## src/rtl/alu_arbiter_pkg.sv

```systemverilog
// alu_arbiter_pkg: shared types for the ALU arbiter
package alu_arbiter_pkg;
  typedef enum logic [1:0] {IDLE, EXEC, HOLD} arb_state_t;
endpackage

```

## src/rtl/alu_arbiter_rr_picker.sv

```systemverilog
// rr_picker: combinational round-robin picker, first request above the last grant wins
module rr_picker #(
  parameter int NUM_REQ = 2,
  parameter int ID_W = $clog2(NUM_REQ)
) (
  input  logic [NUM_REQ-1:0] req,
  input  logic [ID_W-1:0]    last,
  output logic [NUM_REQ-1:0] gnt,
  output logic [ID_W-1:0]    gnt_id,
  output logic               any
);
  logic [ID_W-1:0] idx;
  always_comb begin
    gnt_id = '0;
    idx = '0;
    any = |req;
    // scan from farthest to nearest so the closest candidate after last is written last
    for (int k = NUM_REQ; k >= 1; k--) begin
      idx = ID_W'((int'(last) + k) % NUM_REQ);
      if (req[idx]) gnt_id = idx;
    end
    gnt = any ? NUM_REQ'(1) << gnt_id : '0;
  end
endmodule

```

## src/rtl/alu_arbiter.sv

```systemverilog
// alu_arbiter: round-robin sharing of one combinational ALU with a tagged response channel
module alu_arbiter
  import alu_arbiter_pkg::*;
#(
  parameter int NUM_REQ = 2,
  parameter int ID_W = $clog2(NUM_REQ)
) (
  input  logic                  clk,
  input  logic                  reset,
  input  logic [NUM_REQ-1:0]    req_valid,
  output logic [NUM_REQ-1:0]    req_ready,
  input  logic [5*NUM_REQ-1:0]  req_opt,
  input  logic [32*NUM_REQ-1:0] req_a,
  input  logic [32*NUM_REQ-1:0] req_b,
  output logic [4:0]            alu_opt,
  output logic [31:0]           alu_a,
  output logic [31:0]           alu_b,
  input  logic [31:0]           alu_out,
  input  logic                  alu_zero,
  input  logic                  alu_negative,
  input  logic                  alu_carry,
  output logic                  rsp_valid,
  input  logic                  rsp_ready,
  output logic [ID_W-1:0]       rsp_id,
  output logic [31:0]           rsp_out,
  output logic                  rsp_zero,
  output logic                  rsp_negative,
  output logic                  rsp_carry
);
  arb_state_t state, state_nx;
  logic [ID_W-1:0] last_grant, gnt_id, id_q;
  logic [NUM_REQ-1:0] gnt;
  logic any, accept, hs;
  logic [4:0] opt_arr [NUM_REQ];
  logic [31:0] a_arr [NUM_REQ];
  logic [31:0] b_arr [NUM_REQ];
  for (genvar i = 0; i < NUM_REQ; i++) begin : g_lane
    assign opt_arr[i] = req_opt[5*i +: 5];
    assign a_arr[i] = req_a[32*i +: 32];
    assign b_arr[i] = req_b[32*i +: 32];
  end
  rr_picker #(.NUM_REQ(NUM_REQ), .ID_W(ID_W)) u_pick (
    .req(req_valid),
    .last(last_grant),
    .gnt(gnt),
    .gnt_id(gnt_id),
    .any(any)
  );
  always_comb begin
    accept = !reset && (state == IDLE || (state == HOLD && rsp_ready));
    hs = accept && any;
    req_ready = hs ? gnt : '0;
    state_nx = state == EXEC ? HOLD : hs ? EXEC : (state == HOLD && !rsp_ready) ? HOLD : IDLE;
  end
  assign rsp_valid = state == HOLD;
  always_ff @(posedge clk) begin
    if (reset) state <= IDLE;
    else state <= state_nx;
  end
  always_ff @(posedge clk) begin
    if (reset) begin
      last_grant <= ID_W'(NUM_REQ - 1);
      id_q <= '0;
      alu_opt <= '0;
      alu_a <= '0;
      alu_b <= '0;
      rsp_id <= '0;
      rsp_out <= '0;
      rsp_zero <= 1'b0;
      rsp_negative <= 1'b0;
      rsp_carry <= 1'b0;
    end else begin
      if (hs) begin
        last_grant <= gnt_id;
        id_q <= gnt_id;
        alu_opt <= opt_arr[gnt_id];
        alu_a <= a_arr[gnt_id];
        alu_b <= b_arr[gnt_id];
      end
      if (state == EXEC) begin
        rsp_id <= id_q;
        rsp_out <= alu_out;
        rsp_zero <= alu_zero;
        rsp_negative <= alu_negative;
        rsp_carry <= alu_carry;
      end
    end
  end
endmodule
```

## config.mk

```make
export PLATFORM = sky130hd
export DESIGN_NAME = alu_arbiter
export DESIGN_NICKNAME = d
export VERILOG_FILES = /design/src/rtl/alu_arbiter_pkg.sv /design/src/rtl/alu_arbiter_rr_picker.sv /design/src/rtl/alu_arbiter.sv
export SDC_FILE = /design/constraint.sdc
export NUM_CORES = 1
export LEC_CHECK = 0
export ABC_AREA = 1
export CORE_MARGIN = 2
export CORE_UTILIZATION = 34
export DETAILED_ROUTE_END_ITERATION = 7
export GPL_TIMING_DRIVEN = 1
export PLACE_DENSITY_LB_ADDON = 0.3
export SLEW_MARGIN = 40
export SYNTH_ARGS = -nofsm -noshare
export SYNTH_HDL_FRONTEND = slang
export SYNTH_SLANG_ARGS = --single-unit
```

## constraint.sdc

```tcl
create_clock -name clk -period 1.1 [get_ports clk]
set_input_delay 0.22 -clock clk [delete_from_list [all_inputs] [get_ports clk]]
set_output_delay 0.22 -clock clk [all_outputs]
set_load 0.03 [all_outputs]
```

; ---- Word-level counts from Yosys, hierarchy flattened
; Index checks and enable logic that the tools add are counted.
; Widths: inputs -> output; s select.
[totals]
output_inout_bits = 108
inputBits = 178
word_cells = 51
ff_bits = 109
[op_classes]
n_eq_ne = 2
n_bitwise = 1
add_sub_neg = 2
muxes = 20
shifts = 1
reduce_logical = 10
n_lt_le_gt_ge = 3
[ops]
columns = operator, n
row1 = $mux 32, 6
row2 = $mux 5, 3
row3 = $mux 2, 5
row4 = $mux 1, 6
row5 = $logic_and 1x1->1, 4
row6 = $lt 1x2->1 const B, 2
row7 = $reduce_or 2->1, 2
row8 = $add 1x1->1 const B, 2
row9 = $eq 2x1->1 const B, 1
row10 = $eq 2x2->1 const B, 1
row11 = $ge 2x2->1 const B, 1
row12 = $logic_not 1->1, 2
row13 = $logic_not 2->1, 1
row14 = $not 1->2, 1
row15 = $shl 1x1->2 const A, 1
row16 = $logic_or 1x1->1, 1

; ---- Logic depth before layout (Yosys ltp)
; Gate-level depths: netlist of run 1.
[depth]
depth_word = 9
depth_mapped = 7

; ---- Hierarchy
; Synthesis of run 1 repeated with hierarchy kept, for this count alone.
[hier_totals]
hier_cells = 840
area_unflattened_um2 = 5116.2
[by_module_without_submodules]
columns = mod, instances, seq_area_each_um2, area_each_um2, cells_per_inst
row1 = alu_arbiter, 1, 2182.1, 5086.1, 833
row2 = rr_picker, 1, 0.0, 30.0, 7

; ---- Worst setup path before layout of run 1
; Ideal clock, no wire load.
[synth_path]
path_kind = reg2out
startpoint = register state[0]
endpoint = output port req_ready[0]
setup_slack_ps = -330
stages_incl_launch_ff = 5
t_arrival_ps = 1210
required_ps = 880
cell_sequence = dfxtp_1 > nor2_4 > nand3_4 > buf_4 > nor2_1
[synth_via]
elab_chain_len = 6
elab_cells_between_ends = 7
classes_between = eq/ne (1) / mux (1) / reduce/logical (5)
[synth_lines]
columns = item, line_no
row1 = from (decl), alu_arbiter.sv:30  ; arb_state_t state, state_nx;
row2 = from (signal assigned), alu_arbiter.sv:58  ; else state <= state_nx;
row3 = $eq 2x2->1, alu_arbiter.sv:50  ; accept = !reset && (state == IDLE || (state == HOLD && rsp_ready));
row4 = $logic_and 1x1->1, alu_arbiter.sv:50
row5 = $logic_or 1x1->1 *, alu_arbiter.sv:50
row6 = $logic_and 1x1->1 *, alu_arbiter.sv:50
row7 = $logic_and 1x1->1 *, alu_arbiter.sv:51  ; hs = accept && any;
row8 = $mux 2 *, alu_arbiter.sv:52  ; req_ready = hs ? gnt : '0;
row9 = to (decl), alu_arbiter.sv:11  ; output logic [NUM_REQ-1:0] req_ready,
; Mark *: on every way between the ends. The rest lies on a longest branch, timed or not.

; ---- Worst setup path in the final report of run 1
[layout_path]
startpoint = input port rsp_ready
endpoint = output port req_ready[1]
[layout_via]
elab_chain_len = 5
[layout_lines]
columns = item, line_no
row1 = from (decl), alu_arbiter.sv:23  ; input logic rsp_ready,
row2 = $logic_and 1x1->1, alu_arbiter.sv:50
row3 = $logic_or 1x1->1, alu_arbiter.sv:50
row4 = $logic_and 1x1->1, alu_arbiter.sv:50
row5 = $logic_and 1x1->1, alu_arbiter.sv:51
row6 = $mux 2, alu_arbiter.sv:52
; No other way between the ends.

==> results.md, run 1 <==
- Sequential share of the synthesized area: 44.9%
- Initial drt markers: 319
- Post-DP HPWL: 11800 microns
- RSZ-0062 raised after global routing: true
- Vias: 5692
- Fin area: 9020 sq um
- Outcome: complete, but fails checks
- Final setup vio count: 87
- Final Critical Period: 1.45 ns
- GRT Util Overall: 22.1%
- Relative slew slack: 59.0%
- DP Area: 7700 sq um
- Area share of the largest cell type after synthesis: 44.9%
- Cell Rows: 43
- DR vias/cell: 4.79
- Initial Utilization: 34.9%
- Max Freq: 0.690 GHz
- Setup TNS: -20.50 ns
- PD cells: 1310 nW/um^2
- CTS Root Cell: clkbuf_16
- Largest net degree at the start of global routing: 57
- Final worst-path cycle share: 132%
- Synth area leader: dfxtp_1
- Routed wire length: 18900 microns
- Synthesized instance count: 710
- Worst min path class: in2reg
- Synthesized area per cell: 6.84 sq um
- Worst-path fanout max: 2
- Synth Warn #: 0
- PortBufs: 285
- Die Y: 124 microns
- Yosys cell types: 19
- Post-Syn Area: 4860 sq um
- Worst path arrival time: 1.23 ns
- First-pass GRT wire length: 26200 microns
- Routed len/inst: 15.9 microns
- Max-cap violations: 0
- Final worst setup slack: -0.350 ns
- Max VDD drop: 1.06 mV
- Number of remaining DRC errors: 0
- Setup CP Type: in2out
- Crit path required time: 0.88 ns
- RD Place Congestion: 0.822
- Final net count: 1180
- Least-Margin Pin Slew: 0.614 ns
- Die Span X: 124 microns
- Syn nets: 888
- CTS sink cnt: 109
- Final hold violation count: 0
- CTS tree: built
- # fillers: 1244
- Seq cells post-synth: 109
- Worst setup EP type: output pin
- Initial antenna violation count: 2
- Routed Antenna Nets: 0
- Share of post-route cells with drive strength above 1: 25.9%
- 1st-pass router iterations: 4
- Area overhead of the layout relative to synthesis: 85.5%
- Clk_skew: 0.00816 ns
- Ports: 286
- Worst-path clk slew: 0.08 ns
- H-tree Lvls: 3
- Vias in the first global route: 5157
- Pleak: 3.95 nW
- Clk Latency, worst-skew pair: 0.35 ns
- Fin. max-slew vios: 0
- CTS hold repair buffers: 0
- Area contributors post-synth: dfxtp_1 45%, nand2_1 22%, a21oi_1 7.2%
- Failing checks: negative setup slack
- Power Total: 11.8 mW
- Core area: 13900 sq um
- Max Buffers Root-to-Sink: 2
- CP startpoint kind: primary input
- DIE AREA: 15300 sq um
- Cts bufs inserted: 9
- Congestion Overflow GR: 0
- Worst hold slack: 0.331 ns
[what timing repair did]
item | in CTS | in global routing
pin swaps | 9 | 3
endpoints found under the setup margin | 95 | 186
gates cloned | 5 | 9
resized for setup | 60 | 164
setup buffers | 5 | 1
[where the power goes]
group | switching, mW | internal (mW)
clock network | 1.60 | 2.04
registers | 0.207 | 4.28
logic | 1.82 | 1.86
[flip-flops by register name, summed over array words and instances (netlist names)]
name,count
rsp_id,1
rsp_zero,1
rsp_out,32
rsp_carry,1
alu_opt,5
last_grant,1
rsp_negative,1
alu_a,32
state,2
id_q,1
alu_b,32
[area by class of cell]
type                       instances  area (sq um)  area share [%]
clock buffer                       9           225            2.50
antenna                            2          5.00          0.0555
sequential                       109          2250            25.0
clock inverter                     7           105            1.17
tap                              180           225            2.50
multi-input combinational        540          2380            26.5
inverter                           7          38.8           0.430
timing repair buffer             335          3780            41.9
[cells in the mapped netlist (all sizes together)]
| cell type | number |
|---|---|
| nand2 | 285 |
| dfxtp | 109 |
| nor2 | 77 |
| a21oi | 71 |
| nand3 | 71 |
| o21ai | 36 |
| buf | 32 |
| clkbuf | 22 |
| inv | 6 |
| clkinv | 1 |
[metal layers]
| metal | routed length (microns) | global-route usage (%) | vias up |
|---|---|---|---|
| met1 | 7530 | 24.8 | 2587 |
| li1 | - | - | 2862 |
| met4 | 429 | 6.89 | 0 |
| met2 | 9420 | 39.2 | 216 |
| met5 | 0 | 0 | - |
| met3 | 1560 | 7.61 | 27 |
[layout by cell type, fill, tap and decap left out, drive strengths merged]
cell type,count
a21oi,71
buf,152
bufinv,2
clkbuf,17
clkdlybuf4s50,174
clkinv,1
clkinvlp,1
dfxtp,109
diode,2
dlygate4sd2,1
inv,10
nand2,285
nand3,71
nor2,77
o21ai,36
[final timing paths]
kind	start	to	slack, ns	cells past startpoint
hold / removal	reset	state[1]$_SDFF_PP0_	0.33	3
hold reg to reg	alu_a[18]$_SDFFE_PP0P_	alu_a[18]$_SDFFE_PP0P_	0.46	2
setup / recovery	rsp_ready	req_ready[1]	-0.35	8
setup reg to reg	state[0]$_SDFF_PP0_	alu_a[25]$_SDFFE_PP0P_	-0.31	8
[cells by family (layout without fill, tap and decap cells)]
kind of cell / Yosys count / count (layout) / share of synthesized area (%)
AO/OA/AOI/OAI: 107 / 107 / 11.1
buffers and inverters: 61 / 358 / 7.67
flip-flops: 109 / 109 / 44.9
other: 0 / 2 / 0
AND/OR/NAND/NOR: 433 / 433 / 36.3
[per-stage QoR]
stage / worst slack [ns] / std cells / utilization, %
2_1_floorplan: -0.0805 / 710 / -
3_3_place_gp: -0.564 / 1151 / 55.2
3_5_place_dp: -0.622 / 1151 / 55.2
4_1_cts: -0.351 / 1177 / 60.0
5_1_grt: -0.393 / 1188 / 64.7
6_report: -0.350 / 1189 / 64.7
[critical path, cell delays in order]
cell	delay, ns
clkdlybuf4s50_1	0.47
inv_2	0.05
nand2_4	0.08
nand2_4	0.07
nor2_8	0.10
nand2_4	0.07
inv_6	0.05
buf_6	0.12
(Power assumes the default switching activity.)
==> run 2: changes to the inputs <==
--- a/config.mk
+++ b/config.mk
@@ -11,6 +11,7 @@
 export DETAILED_ROUTE_END_ITERATION = 7
 export GPL_TIMING_DRIVEN = 1
 export PLACE_DENSITY_LB_ADDON = 0.3
+export RECOVER_POWER = 25
 export SLEW_MARGIN = 40
 export SYNTH_ARGS = -nofsm -noshare
 export SYNTH_HDL_FRONTEND = slang
==> run 2 against run 1 <==
  * The flow still finishes with violations (negative setup slack)
  * Core utilization down 0.12 points
  * Register-to-register slack about the same
  * Total power about the same
  * Worst hold slack better by 0.00062 ns
  * Sequential cell count stayed put
  * Die area unchanged
  * Worst setup slack unchanged
  * Sequential share of layout area shrank 0.066 points
  * Clock power is essentially flat
  * Design area down 0.18%
  * Critical path depth unchanged
  * First-iteration DRC count is the same
  * Largest cell class unchanged
==> results.md, run 2 (synthesis results as in run 1) <==
- Placed insts: 1151 (unchanged)
- Outcome: complete, but fails checks (unchanged)
- Worst path arrival time: 1.23 ns (about the same)
- Max-cap violations: 0 (unchanged)
- Commonest non-fill, non-tap cell in the layout: nand2_1 (unchanged)
- Routed len/inst: 15.9 microns (about the same)
- Worst-path clk slew: 0.08 ns (about the same)
- Slowest-stage cell, CP: clkdlybuf4s50_1 (unchanged)
- Final hold violation count: 0 (unchanged)
- Met2 Use GR: 39.2% (unchanged)
- RR Startpoint: state[0]$_SDFF_PP0_ (unchanged)
- Final worst-path cycle share: 132% (unchanged)
- Met1 Resource Use GR: 24.8% (unchanged)
- Pleak: 3.94 nW (was 3.95 nW)
- Largest stage delay, worst path: 0.47 ns (about the same)
- Final net count: 1180 (unchanged)
- Critical-path cell list: clkdlybuf4s50_1, inv_2, nand2_4, nand2_4, nor2_8, nand2_4, inv_6, buf_6 (unchanged)
- Failing checks: negative setup slack (unchanged)
- Max Buffers Root-to-Sink: 2 (unchanged)
- Initial antenna violation count: 2 (unchanged)
- Ports: 286 (unchanged)
- Worst hold path depth: 3 (unchanged)
- R2r worst-path depth: 8 (unchanged)
- Initial Utilization: 34.9% (unchanged)
- Max Freq: 0.690 GHz (unchanged)
- Non-Filler Instances: 1189 (unchanged)
- Largest regs: alu_a: 32 flops, alu_b: 32 flops, rsp_out: 32 flops (unchanged)
- Critical path's most frequent cell: nand2_4 (unchanged)
- Cell Rows: 43 (unchanged)
- Met3 usage: 7.61% (unchanged)
- Share of post-route cells with drive strength above 1: 25.1% (was 25.9%)
- CP startpoint kind: primary input (unchanged)
- Post-DP HPWL: 11800 microns (unchanged)
- Routed wire length: 18900 microns (about the same)
- Power Total: 11.8 mW (about the same)
- PortBufs: 285 (unchanged)
- Core area: 13900 sq um (unchanged)
- Cell family with most CP delay: buffers and inverters (unchanged)
- H-tree Lvls: 3 (unchanged)
- Most frequent cells in the layout: 278 x nand2_1, 174 x clkdlybuf4s50_1, 97 x buf_6 (was 278 x nand2_1, 174 x clkdlybuf4s50_1, 98 x buf_6)
- Worst-path fanout max: 2 (unchanged)
- Relative slew slack: 59.2% (was 59.0%)
- Die Span X: 124 microns (unchanged)
- Setup TNS: -21.35 ns (was -20.50 ns)
- CTS tree: built (unchanged)
- Cts bufs inserted: 9 (unchanged)
- Hold path start: reset (unchanged)
- Routed Antenna Nets: 0 (unchanged)
- CTS sink cnt: 109 (unchanged)
- 1st-pass router iterations: 5 (was 4)
- WP depth: 8 (unchanged)
- RD Place Congestion: 0.822 (unchanged)
- Worst min path class: in2reg (unchanged)
- Layout Utilization: 64.6% (was 64.7%)
- Worst setup EP type: output pin (unchanged)
- PD cells: 1310 nW/um^2 (about the same)
- CTS Root Cell: clkbuf_16 (unchanged)
- Congestion Overflow GR: 0 (unchanged)
- Final Critical Period: 1.45 ns (unchanged)
- Fin. max-slew vios: 0 (unchanged)
- First-pass GRT wire length: 26200 microns (unchanged)
- Largest net degree at the start of global routing: 57 (unchanged)
- Hold Path Sink: state[1]$_SDFF_PP0_ (unchanged)
- Vias: 5684 (was 5692)
- Die Y: 124 microns (unchanged)
- GRT Util Overall: 22.1% (unchanged)
- Final worst setup slack: -0.350 ns (unchanged)
- Worst reg2reg endpoint: alu_a[25]$_SDFFE_PP0P_ (unchanged)
- DR vias/cell: 4.78 (was 4.79)
- GRT busiest layer: met2 (unchanged)
- CTS hold repair buffers: 0 (unchanged)
- Crit path required time: 0.88 ns (about the same)
- Initial drt markers: 319 (unchanged)
- Area overhead of the layout relative to synthesis: 85.2% (was 85.5%)
- RSZ-0062 raised after global routing: true (unchanged)
- Clk_skew: 0.00781 ns (was 0.00816 ns)
- Flop2flop setup slack: -0.31 ns (about the same)
- Vias in the first global route: 5157 (unchanged)
- Setup CP Type: in2out (unchanged)
- Max VDD drop: 1.06 mV (about the same)
- Crit path buffers/inverters: 4 (unchanged)
- DIE AREA: 15300 sq um (unchanged)
- Clk Latency, worst-skew pair: 0.35 ns (about the same)
- # fillers: 1251 (was 1244)
- Number of remaining DRC errors: 0 (unchanged)
- Final setup vio count: 96 (was 87)
- Least-Margin Pin Slew: 0.612 ns (was 0.614 ns)
## run 2: changes by cell type in the layout (fill, tap and decap cells not counted)
cell,before,now
buf_6,98,97
clkbuf_2,0,1
dfxtp_2,58,50
dfxtp_1,51,59
## run 2: metal layers
metal  share of wire, %  wire length, microns
met3                8.1                  1530
met5                  0                     0
met4                2.3                   429
met2                 50                  9420
met1                 40                  7570
## run 2: worst min-delay path, cell delays in order
cell and delay [ns]:
buf_2 0.14, buf_4 0.23, a21oi_1 0.06
## run 2: timing repair
item	4_1_cts	5_1_grt
endpoints found under the setup margin	95	186
buffers inserted	5	1
gates resized for setup	60	164
hold endpoints to repair	0	0
pin swaps	9	3
cloned	5	9
## run 2: where the power goes
| group | switching [mW] | internal [mW] |
|---|---|---|
| sequential | 0.207 | 4.27 |
| combinational | 1.82 | 1.85 |
| clock | 1.60 | 2.04 |
| total | 3.63 | 8.16 |
## run 2: metrics by stage
step / worst slack, ns / cell area [sq um] / hold WS (ns)
after global routing: -0.392 / 9000 / 0.336
after global placement: -0.564 / 7700 / 0.452
final: -0.350 / 9000 / 0.332
after detailed placement: -0.622 / 7700 / 0.455
after floorplan: -0.0805 / 4890 / 0.385
after CTS: -0.351 / 8360 / 0.323
## run 2: final cells by class
class	instances	area, sq um	share of cell area [%]
Multi-Input combinational cell	540	2380	26.5
Clock buffer	9	225	2.50
Antenna cell	2	5.00	0.0556
Sequential cell	109	2240	24.9
Timing Repair Buffer	335	3770	41.9
Tap cell	180	225	2.50
Clock inverter	7	105	1.17
Inverter	7	38.8	0.431
## run 2: worst max path at each step
| stage | from | slack [ns] | to |
|---|---|---|---|
| 3_3_place_gp | rsp_ready | -0.56 | alu_b[11]$_SDFFE_PP0P_ |
| 6_report | rsp_ready | -0.35 | req_ready[1] |
| 5_1_grt | state[0]$_SDFF_PP0_ | -0.39 | req_ready[0] |
| 2_1_floorplan | state[0]$_SDFF_PP0_ | -0.08 | req_ready[0] |
| 3_5_place_dp | rsp_ready | -0.62 | alu_a[5]$_SDFFE_PP0P_ |
| 4_1_cts | state[0]$_SDFF_PP0_ | -0.35 | req_ready[1] |
